<file path="config.mk">
export PLATFORM = sky130hd
export DESIGN_NAME = param_inst_mem_flat
export DESIGN_NICKNAME = d
export VERILOG_FILES = /design/src/rtl/inst_mem_pkg.sv /design/src/rtl/param_inst_mem_if.sv /design/src/rtl/inst_mem_ram.sv /design/src/rtl/param_inst_mem.sv /design/src/flat_wrapper.sv
export SDC_FILE = /design/constraint.sdc
export NUM_CORES = 2
export LEC_CHECK = 0
export ABC_AREA = 0
export ABC_CLOCK_PERIOD_IN_PS = 13850
export CAP_MARGIN = 20
export CORE_ASPECT_RATIO = 1.75
export CORE_UTILIZATION = 62
export CTS_CLUSTER_DIAMETER = 30
export DETAILED_ROUTE_END_ITERATION = 7
export GPL_TIMING_DRIVEN = 0
export MAX_ROUTING_LAYER = met4
export PLACE_DENSITY_LB_ADDON = 0.3
export REMOVE_ABC_BUFFERS = 1
export SYNTH_ARGS = -nofsm -noshare
export SYNTH_HDL_FRONTEND = slang
export SYNTH_SLANG_ARGS = --single-unit
</file>
<file path="constraint.sdc">
create_clock -name clk -period 13.85 [get_ports clk]
set_input_delay 2.0775 -clock clk [delete_from_list [all_inputs] [get_ports clk]]
set_output_delay 2.0775 -clock clk [all_outputs]
set_load 0.02 [all_outputs]
</file>
<file path="src/rtl/inst_mem_pkg.sv">
// Shared types and default parameters for the parameterised instruction memory.
package inst_mem_pkg;

  typedef enum logic [1:0] {
    ST_INIT = 2'd0,
    ST_LOAD = 2'd1,
    ST_RUN  = 2'd2,
    ST_HALT = 2'd3
  } state_e;

  localparam int unsigned DATA_W_DEF = 16;
  localparam int unsigned DEPTH_DEF  = 256;
  localparam logic [DATA_W_DEF-1:0] FILL_DEF = '1;

endpackage

</file>
<file path="src/rtl/param_inst_mem_if.sv">
// Load channel, fetch channel and status flags of the instruction memory.
interface param_inst_mem_if #(
  parameter int unsigned DATA_W = 16,
  parameter int unsigned ADDR_W = 8
);
  logic              ld_valid;
  logic [DATA_W-1:0] ld_data;
  logic              ld_last;
  logic              ld_ready;
  logic [ADDR_W:0]   ld_count;
  logic              rd_en;
  logic [31:0]       i_dir;
  logic [DATA_W-1:0] o_dir;
  logic              o_valid;
  logic              busy;
  logic              done;

  modport master (
    output ld_valid, ld_data, ld_last, rd_en, i_dir,
    input  ld_ready, ld_count, o_dir, o_valid, busy, done
  );

  modport slave (
    input  ld_valid, ld_data, ld_last, rd_en, i_dir,
    output ld_ready, ld_count, o_dir, o_valid, busy, done
  );
endinterface

</file>
<file path="src/rtl/inst_mem_ram.sv">
// Single-port synchronous RAM: one write or one registered read per cycle.
module inst_mem_ram #(
  parameter int unsigned DATA_W = 16,
  parameter int unsigned DEPTH  = 256,
  parameter int unsigned ADDR_W = $clog2(DEPTH)
) (
  input  logic              clk,
  input  logic              we_i,
  input  logic              re_i,
  input  logic [ADDR_W-1:0] addr_i,
  input  logic [DATA_W-1:0] wdata_i,
  output logic [DATA_W-1:0] rdata_o
);

  logic [DATA_W-1:0] mem_q [DEPTH];
  logic [DATA_W-1:0] rdata_q;

  always_ff @(posedge clk) begin
    if (we_i) begin
      mem_q[addr_i] <= wdata_i;
    end else if (re_i) begin
      rdata_q <= mem_q[addr_i];
    end
  end

  assign rdata_o = rdata_q;

endmodule

</file>
<file path="src/rtl/param_inst_mem.sv">
// Instruction memory: fills itself with FILL, accepts a program load, then
// serves 1-cycle-latency fetches until the halt address is fetched.
module param_inst_mem
  import inst_mem_pkg::*;
#(
  parameter int unsigned DATA_W    = DATA_W_DEF,
  parameter int unsigned DEPTH     = DEPTH_DEF,
  parameter logic [DATA_W-1:0] FILL = (DATA_W == DATA_W_DEF) ? DATA_W'(FILL_DEF) : '1,
  parameter int unsigned HALT_ADDR = DEPTH - 1
) (
  input  logic clk,
  input  logic rst,
  param_inst_mem_if.slave bus
);

  localparam int unsigned ADDR_W = $clog2(DEPTH);
  localparam int unsigned CNT_W  = ADDR_W + 1;
  localparam logic [ADDR_W-1:0] LAST_PTR = ADDR_W'(DEPTH - 1);
  localparam logic [CNT_W-1:0]  LAST_CNT = CNT_W'(DEPTH - 1);

  state_e            state_q, state_d;
  logic [ADDR_W-1:0] ptr_q, ptr_d;
  logic [CNT_W-1:0]  count_q, count_d;
  logic              ovalid_q, ovalid_d;
  logic              oob_q, oob_d;
  logic [DATA_W-1:0] odir_q;
  logic [DATA_W-1:0] odir;

  logic              ram_we, ram_re;
  logic [ADDR_W-1:0] ram_addr;
  logic [DATA_W-1:0] ram_wdata, ram_rdata;
  logic              fetch_oob;

  assign fetch_oob = (bus.i_dir >= 32'(DEPTH));

  always_ff @(posedge clk) begin
    if (rst) begin
      state_q  <= ST_INIT;
      ptr_q    <= '0;
      count_q  <= '0;
      ovalid_q <= 1'b0;
      oob_q    <= 1'b0;
      odir_q   <= FILL;
    end else begin
      state_q  <= state_d;
      ptr_q    <= ptr_d;
      count_q  <= count_d;
      ovalid_q <= ovalid_d;
      oob_q    <= oob_d;
      odir_q   <= odir;
    end
  end

  always_comb begin
    state_d     = state_q;
    ptr_d       = ptr_q;
    count_d     = count_q;
    ovalid_d    = 1'b0;
    oob_d       = oob_q;
    ram_we      = 1'b0;
    ram_re      = 1'b0;
    ram_addr    = ptr_q;
    ram_wdata   = FILL;
    bus.ld_ready = 1'b0;

    unique case (state_q)
      ST_INIT: begin
        ram_we = 1'b1;
        ptr_d  = ptr_q + 1'b1;
        if (ptr_q == LAST_PTR) begin
          ptr_d   = '0;
          state_d = ST_LOAD;
        end
      end
      ST_LOAD: begin
        bus.ld_ready = 1'b1;
        ram_addr     = count_q[ADDR_W-1:0];
        ram_wdata    = bus.ld_data;
        if (bus.ld_valid) begin
          ram_we  = 1'b1;
          count_d = count_q + 1'b1;
          if (bus.ld_last || (count_q == LAST_CNT)) begin
            state_d = ST_RUN;
          end
        end
      end
      ST_RUN: begin
        ram_addr = bus.i_dir[ADDR_W-1:0];
        if (bus.rd_en) begin
          ovalid_d = 1'b1;
          oob_d    = fetch_oob;
          ram_re   = !fetch_oob;
          if (bus.i_dir == 32'(HALT_ADDR)) begin
            state_d = ST_HALT;
          end
        end
      end
      ST_HALT: begin
      end
      default: begin
        state_d = ST_INIT;
      end
    endcase
  end

  // RAM data is only meaningful the cycle after a fetch; otherwise show the held word.
  always_comb begin
    odir = odir_q;
    if (ovalid_q) begin
      odir = oob_q ? FILL : ram_rdata;
    end
  end

  inst_mem_ram #(
    .DATA_W (DATA_W),
    .DEPTH  (DEPTH),
    .ADDR_W (ADDR_W)
  ) u_ram (
    .clk     (clk),
    .we_i    (ram_we && !rst),
    .re_i    (ram_re && !rst),
    .addr_i  (ram_addr),
    .wdata_i (ram_wdata),
    .rdata_o (ram_rdata)
  );

  assign bus.o_dir    = odir;
  assign bus.o_valid  = ovalid_q;
  assign bus.ld_count = count_q;
  assign bus.busy     = (state_q == ST_INIT) || (state_q == ST_LOAD);
  assign bus.done     = (state_q == ST_HALT);

endmodule

</file>
<file path="src/flat_wrapper.sv">
// flat-port wrapper written by rule: the top's interface ports become plain ports
module param_inst_mem_flat import inst_mem_pkg::*;
#(
  parameter int unsigned DATA_W    = DATA_W_DEF,
  parameter int unsigned DEPTH     = DEPTH_DEF,
  parameter logic [DATA_W-1:0] FILL = (DATA_W == DATA_W_DEF) ? DATA_W'(FILL_DEF) : '1,
  parameter int unsigned HALT_ADDR = DEPTH - 1
)
  (clk, rst, bus_ld_valid, bus_ld_data, bus_ld_last, bus_rd_en, bus_i_dir, bus_ld_ready, bus_ld_count, bus_o_dir, bus_o_valid, bus_busy, bus_done);
  param_inst_mem_if #(.DATA_W(DATA_W), .ADDR_W(8)) bus_i ();
  input  logic clk;
  input  logic rst;
  input wire logic [$bits(bus_i.ld_valid)-1:0] bus_ld_valid;
  input wire logic [$bits(bus_i.ld_data)-1:0] bus_ld_data;
  input wire logic [$bits(bus_i.ld_last)-1:0] bus_ld_last;
  input wire logic [$bits(bus_i.rd_en)-1:0] bus_rd_en;
  input wire logic [$bits(bus_i.i_dir)-1:0] bus_i_dir;
  output wire logic [$bits(bus_i.ld_ready)-1:0] bus_ld_ready;
  output wire logic [$bits(bus_i.ld_count)-1:0] bus_ld_count;
  output wire logic [$bits(bus_i.o_dir)-1:0] bus_o_dir;
  output wire logic [$bits(bus_i.o_valid)-1:0] bus_o_valid;
  output wire logic [$bits(bus_i.busy)-1:0] bus_busy;
  output wire logic [$bits(bus_i.done)-1:0] bus_done;
  assign bus_i.ld_valid = bus_ld_valid;
  assign bus_i.ld_data = bus_ld_data;
  assign bus_i.ld_last = bus_ld_last;
  assign bus_i.rd_en = bus_rd_en;
  assign bus_i.i_dir = bus_i_dir;
  assign bus_ld_ready = bus_i.ld_ready;
  assign bus_ld_count = bus_i.ld_count;
  assign bus_o_dir = bus_i.o_dir;
  assign bus_o_valid = bus_i.o_valid;
  assign bus_busy = bus_i.busy;
  assign bus_done = bus_i.done;
  param_inst_mem #(.DATA_W(DATA_W), .DEPTH(DEPTH), .FILL(FILL), .HALT_ADDR(HALT_ADDR)) u_core (.clk(clk), .rst(rst), .bus(bus_i));
endmodule
</file>
* After elaboration in Yosys (flattened, before gate mapping)
Memories as Yosys holds them, arrays and structs flattened. A register that Yosys moved wholly into a read port is not among the register bits.
Index checks and enable logic that the tools add are counted.
Widths: inputs -> output; s select.
** Operators by class
- $add $sub $neg :: 2
- Magnitude comparators :: 1
- Eq/ne operators :: 11
- Muxes and demuxes :: 19
- Bitwise gates (word level) :: 2
- Reductions and logical operators :: 13
** Operators by type and width (number)
- $mux 16 :: 3
- $eq 32x8->1 const B :: 1
- $ge 32x9->1 const B :: 1
- $pmux 8 s2 :: 1
- $mux 2 :: 5
- $add 9x1->9 const B :: 1
- $eq 9x8->1 const B :: 1
- $add 8x1->8 const B :: 1
- $eq 8x8->1 const B :: 1
- $mux 8 :: 1
- $mux 1 :: 7
- $ne 2x1->1 const B :: 3
- $pmux 2 s3 :: 1
- $reduce_and 2->1 :: 3
- $reduce_and 6->1 :: 1
- $eq 2x2->1 const B :: 2
- $ne 2x2->1 const B :: 2
- $reduce_bool 3->1 :: 1
- $eq 2x1->1 const B :: 1
- $logic_and 1x1->1 :: 2
- $logic_not 1->1 :: 2
- $logic_not 2->1 :: 1
- $logic_or 1x1->1 :: 2
- $not 1->1 :: 2
- other kinds (2) :: 2
** Storage, ports and cells
- Bits in registers :: 37
- RAM bits :: 4096
- Input bits :: 53
- Output and inout port bits :: 29
- Logic and storage cells :: 55
- Memories kept :: 1
** Memory list
- u_core.u_ram.mem_q :: words 256, bits a word 16, read ports 1, clocked after memory_dff 1, write ports 1, line inst_mem_ram.sv:15 : logic [DATA_W-1:0] mem_q [DEPTH];

* Depth between registers and ports, before layout
- Depth after elaboration :: 6
- Mapped depth :: 15

* Hierarchy
Synthesis repeated with hierarchy kept, for this count alone.
** Unflattened totals
- Cell total of the unflattened synthesis :: 6962
- Area total of the unflattened synthesis :: 157477.3 sq um
** By module, submodules not included
- inst_mem_ram :: times used 1, cells each 6726, area each 155500.4 sq um
- param_inst_mem :: times used 1, cells each 236, area each 1976.9 sq um

* Worst setup path before layout
No wires, ideal clock.
- Path type :: input to register
- From :: input port bus_ld_data[0]
- To :: memory u_core.u_ram.mem_q[0][0], data pin
- Setup time :: 0.904 ns
- Arrival time :: 5.500 ns
- Slack :: 7.446 ns
- Stages :: 1
- Path buffers :: 0
- Cell sequence :: nand2b_1
** On the way
- Cells in the longest elaborated chain, start to end :: 1
** RTL lines
- start: declaration :: line flat_wrapper.sv:14 : input wire logic [$bits(bus_i.ld_data)-1:0] bus_ld_data;
- $mux 16 :: line param_inst_mem.sv:66 : unique case (state_q)
- end: declaration :: line inst_mem_ram.sv:15
Every way passes these cells.

* Final worst setup path
- From :: input port bus_i_dir[0]
- To :: register u_core.u_ram.rdata_q[2], in the netlist u_core.u_ram.rdata_o[2], read port of u_core.u_ram.mem_q, data pin
** On the way
- Cells in the longest elaborated chain, start to end :: 6
** RTL lines
- start: declaration :: line flat_wrapper.sv:17 : input wire logic [$bits(bus_i.i_dir)-1:0] bus_i_dir;
- $ge 32x9->1 :: line param_inst_mem.sv:34 : assign fetch_oob = (bus.i_dir >= 32'(DEPTH));
- $logic_not 1->1 :: line param_inst_mem.sv:92 : ram_re = !fetch_oob;
- $mux 1 :: line param_inst_mem.sv:89 : if (bus.rd_en) begin
- $mux 1 :: line param_inst_mem.sv:66
- $logic_and 1x1->1 :: line param_inst_mem.sv:121 : .re_i (ram_re && !rst),
- $reduce_and 2->1 (no line)
- end: declaration :: line inst_mem_ram.sv:16 : logic [DATA_W-1:0] rdata_q;
Parallel ways exist; a longest one is shown, timed or not.
A chain may end at the register's enable or synchronous reset.

==> out/results.txt <==
For this design, the sink count on the clock tree is 4,149. Setup repair after global routing left no endpoint under its margin. The critical path contains buffers and inverters numbering 11 combined.

The mapped netlist covers 165,000 µm². The length in cells of the worst reg-to-reg path works out to 19. Static timing analysis puts the maximum clock frequency at 126 MHz. Along the worst hold path, the cell count comes to 2.

The hold violation count in the final report was 0. The slowest cell on the critical path is sky130_fd_sc_hd__nor4_1. The sequential element share of the synthesized area came out at 75.5%. The run gives 48.7% as the portion of total power attributed to sequential cells.

Combinational logic burns 5.8% of the power. The effective utilization at floorplan was 62.5%. The run gives 82 as the I/O pin total. The flow ran to the end, and the final reports show no timing, DRC or antenna violations. Summing all non-filler instances in the final layout gives an area of 192,000 µm². Summing all multi-input logic gate instances after layout gives 36,500 µm². Type of the worst setup path: primary input to flop. The biggest cell delay along the critical path was 0.94 ns.

A synthesized cell averages 14.3 µm². For this design the ratio of total power to cell area is 145 nW/µm². The number of hold buffers added after CTS was 0.

The logs give 15,000 for the number of DRC markers in iteration 0 and 0.0682 µW for the static leakage power. The cell taking the most area after synthesis was sky130_fd_sc_hd__edfxtp_1. The library cell used most frequently in the layout, excluding fill and tap cells, is sky130_fd_sc_hd__edfxtp_1.

The clock network burns 45.5% of the power. After global routing the overflow that remains totals 0. For this block, the routed nets add up to 461,000 µm of wire. The final-report max-slew violation count is 0, and the detail-routed via count per cell is 6.97. Endpoint arrival time on the critical path: 8.58 ns.

Entering global routing, the biggest net connects 97 pins. The top cell types in the final layout, fill and taps aside, are 4,112 x sky130_fd_sc_hd__edfxtp_1, 2,206 x sky130_fd_sc_hd__nand2_1, 1,224 x sky130_fd_sc_hd__a21oi_1, 640 x sky130_fd_sc_hd__a32oi_1, 468 x sky130_fd_sc_hd__clkbuf_16. The path class of the tightest hold or removal check is flop to flop. The worst register-to-register path ends at u_core.u_ram.rdata_o[8].

The worst hold path begins at u_core.bus.ld_count[7]. Measured along the y axis, the die boundary spans 684 µm. The instance area after placement came out at 176,000 µm². The root buffer cell chosen for the clock tree is sky130_fd_sc_hd__clkbuf_16. Setup violations remaining at the end of the flow were counted as 0. The post-CTS clock slew at the launch and capture registers of the worst setup and hold paths is 0.07 ns.

IR analysis of the VDD net gives a maximum drop of 0.000135 V. The minimum setup slack among reg-to-reg paths was 5.93 ns. Walking the worst path, the cells encountered are clkdlybuf4s50_1 -> a22o_4 -> buf_16 -> a21oi_4 -> buf_12 -> buf_12 -> buf_12 -> buf_12 -> buf_12 -> buf_12 -> buf_12 -> buf_12 -> buf_12 -> mux2i_1 -> a221oi_1 -> a21oi_1 -> a21oi_1 -> o32ai_1 -> nor4_1.

The final route contains 108,000 vias. The number of buffers inserted by port buffering was 81; the number of warnings printed during yosys synthesis was 0. The worst hold path terminates at u_core.bus.ld_count[7]. The worst flop-to-flop path startpoint is u_core.state_q[1]. The wire length of the first global-routing pass was 674,000 µm. The placed wire-length estimate is 277,000 µm. The number of enable flip-flop cells after synthesis works out to 4,112.

Dividing the detail-routed wire length by the instance count gives 29.7 µm. Most common cell type on the critical path: sky130_fd_sc_hd__buf_12. The tools report the count of unique library cells instantiated by Yosys as 44.

The tools report the number of clock buffers inserted by TritonCTS as 461. The number of DRC violations after detailed routing is 0, and the final core utilization is 73.1%. The share of the synthesized area in the top cell type is 75.0%, and the measured slew at the worst slew-check pin is 1.32 ns. Measured against its own limit, the worst slew margin works out to 11.8%.

In this run the remaining antenna-violating nets after routing total 0. Clock latency on the worst-skew pair, taken at its later pin, is 0.97 ns. The number of antenna violations at the first check in global routing is 11. The synthesis-stage register bit count was 4,149. The tools report the core area as 263,000 µm². The clock passes through at most 4 buffers.

The number of global-route vias before repair is 108,000, and the layout-stage area growth over the synthesis result is 16.9%. The critical path's top delay family is buffers and inverters. Of all nets on the critical path, the largest fanout is 71. The floorplan has 249 rows. The die covers 268,000 µm². All-layer global routing usage: 34.8%. The analysis attributes to net switching a power of 6400 µW. Once the clock tree was built, the setup fixing pass inserted 0 buffers. STA puts the critical path data required time at 14.49 ns. Synthesis produced a netlist whose cell count is 11,500.

Register area: 124,000 µm². The post-route netlist has 13.5% of its cells at a drive strength greater than 1. The tools report the internal portion of total power as 21,600 µW. After clock tree synthesis, the repair step resized 0 gates. On the final layout, the worst clock skew is 0.0666 ns. Sorting the synthesized cells by area gives the leading types as sky130_fd_sc_hd__edfxtp_1 75%, sky130_fd_sc_hd__nand2_1 5.1%, sky130_fd_sc_hd__a21oi_1 3.7%. Final worst hold slack: 0.541 ns. The fill cell instance count of the final layout is 14,400. Capturing element type of the critical path: a flop.

The tool flagged a number of max-cap violations equal to 0. The most used flip-flop cell after synthesis is sky130_fd_sc_hd__edfxtp_1. The final layout contains 11,700 nets.

The tools report the first-pass iteration count of the detailed router as 7. The H-tree was split into 5 levels. Startpoint class of the critical path: a primary input. After synthesis, the share of flip-flops with an asynchronous set or reset is 0%.

The horizontal die dimension works out to 392 µm. Weighted congestion reported at the end of routability-driven placement: 0.904. TritonCTS built the clock tree. Adding up every negative setup slack in the final design gives 0 ns. The routed design could run at a clock period as short as 7.94 ns. The final cycle utilization of the critical path is 57.4%. Net switching is 22.9% of the power.
## area by class of cell
class | instances | share of cell area [%]
clock inverter | 352 | 2.12
sequential | 4149 | 64.6
multi-input combinational | 6140 | 19.0
tap | 3514 | 2.28
timing repair buffer | 587 | 5.39
clock buffer | 505 | 6.17
antenna | 15 | 0.0195
inverter | 260 | 0.507
## power groups by stage
| stage | clock (µW) | combinational (µW) | sequential (µW) |
|---|---|---|---|
| 2_1_floorplan | 0 | 1870 | 13900 |
| 3_3_place_gp | 0 | 3240 | 13900 |
| 3_5_place_dp | 0 | 1550 | 13900 |
| 4_1_cts | 12700 | 1580 | 13600 |
| 5_1_grt | 13200 | 1700 | 13600 |
| 6_report | 12700 | 1630 | 13600 |
## worst reg2reg max path: stages (launching register included)
cell                      delay, ns
sky130_fd_sc_hd__dfxtp_1       0.36
sky130_fd_sc_hd__inv_1         0.14
sky130_fd_sc_hd__ha_2          0.95
sky130_fd_sc_hd__a22oi_2       0.55
sky130_fd_sc_hd__buf_16        0.31
sky130_fd_sc_hd__buf_8         0.18
sky130_fd_sc_hd__a21oi_4       0.72
sky130_fd_sc_hd__buf_16        0.26
sky130_fd_sc_hd__buf_16        0.23
sky130_fd_sc_hd__buf_12        0.24
sky130_fd_sc_hd__buf_12        0.24
sky130_fd_sc_hd__buf_12        0.23
sky130_fd_sc_hd__buf_12        0.26
sky130_fd_sc_hd__buf_12        0.24
sky130_fd_sc_hd__a21oi_1       0.10
sky130_fd_sc_hd__a32oi_1       0.23
sky130_fd_sc_hd__a22oi_1       0.15
sky130_fd_sc_hd__a31oi_1       0.87
sky130_fd_sc_hd__o32ai_1       0.52
sky130_fd_sc_hd__nor4_1        0.81
## sequential cells by signal (all words and copies together) (netlist names)
register              count
u_core.u_ram.rdata_o     16
u_core.ptr_q              8
u_core.u_ram.mem_q     4096
u_core.state_q            2
u_core.odir_q            16
u_core.bus.ld_count       9
u_core.oob_q              1
u_core.bus.o_valid        1
## stage by stage
| step | setup slack [ns] | power [µW] | std cells |
|---|---|---|---|
| 6_report | 5.91 | 28000 | 15500 |
| 5_1_grt | 5.81 | 28500 | 15500 |
| 4_1_cts | 6.12 | 27900 | 15500 |
| 3_5_place_dp | 5.11 | 15400 | 14600 |
| 3_3_place_gp | -203.63 | 17100 | 14100 |
| 2_1_floorplan | -75.09 | 15800 | 10500 |
## cells in the mapped netlist (8+ instances only)
cell,count
sky130_fd_sc_hd__nand2_1,2224
sky130_fd_sc_hd__a32oi_1,640
sky130_fd_sc_hd__a21o_1,8
sky130_fd_sc_hd__xor2_1,9
sky130_fd_sc_hd__a211oi_1,258
sky130_fd_sc_hd__a22oi_1,200
sky130_fd_sc_hd__buf_4,34
sky130_fd_sc_hd__o32ai_1,64
sky130_fd_sc_hd__a221oi_1,384
sky130_fd_sc_hd__a2111oi_0,64
sky130_fd_sc_hd__buf_2,248
sky130_fd_sc_hd__clkbuf_1,549
sky130_fd_sc_hd__buf_1,95
sky130_fd_sc_hd__nand4_1,8
sky130_fd_sc_hd__nor2b_1,129
sky130_fd_sc_hd__o22ai_1,64
sky130_fd_sc_hd__nand2b_1,17
sky130_fd_sc_hd__inv_1,260
sky130_fd_sc_hd__nor4_1,26
sky130_fd_sc_hd__o22a_1,15
sky130_fd_sc_hd__a21oi_1,1228
sky130_fd_sc_hd__nor2_1,300
sky130_fd_sc_hd__mux2i_1,259
sky130_fd_sc_hd__edfxtp_1,4112
sky130_fd_sc_hd__dfxtp_1,37
sky130_fd_sc_hd__a31oi_1,64
sky130_fd_sc_hd__or2_2,17
sky130_fd_sc_hd__o311ai_0,128
## kinds of logic after synthesis
kind of cell	count (synthesis)	share of synthesized area, %
mux	259	1.57
fa+ha+maj	7	0.0532
xor+xnor	11	0.0585
compound gates	3127	13.3
flops	4149	75.5
simple gates	2736	6.56
buf+inv	1192	3.01
## per-layer routing
| metal | track usage (%) | vias to the layer above | wire length, µm |
|---|---|---|---|
| li1 | - | 45000 | - |
| met1 | 40.5 | 53500 | 153000 |
| met2 | 54.8 | 8047 | 224000 |
| met3 | 7.48 | 1667 | 50200 |
| met4 | 22.3 | 0 | 33300 |
| met5 | - | - | 0 |
## worst max-delay path by stage
stage / startpoint / end / slack [ns] / cells after the start
2_1_floorplan: u_core.state_q[0] / u_core.u_ram.mem_q[160][0] / -75.09 / 7
3_3_place_gp: u_core.state_q[0] / u_core.u_ram.mem_q[174][12] / -203.63 / 7
3_5_place_dp: bus_i_dir[0] / u_core.u_ram.rdata_o[2] / 5.11 / 19
4_1_cts: bus_i_dir[0] / u_core.u_ram.rdata_o[2] / 6.12 / 19
5_1_grt: bus_i_dir[0] / u_core.u_ram.rdata_o[6] / 5.81 / 19
6_report: bus_i_dir[0] / u_core.u_ram.rdata_o[2] / 5.91 / 19
No activity file was read; power rests on OpenSTA's default activity.
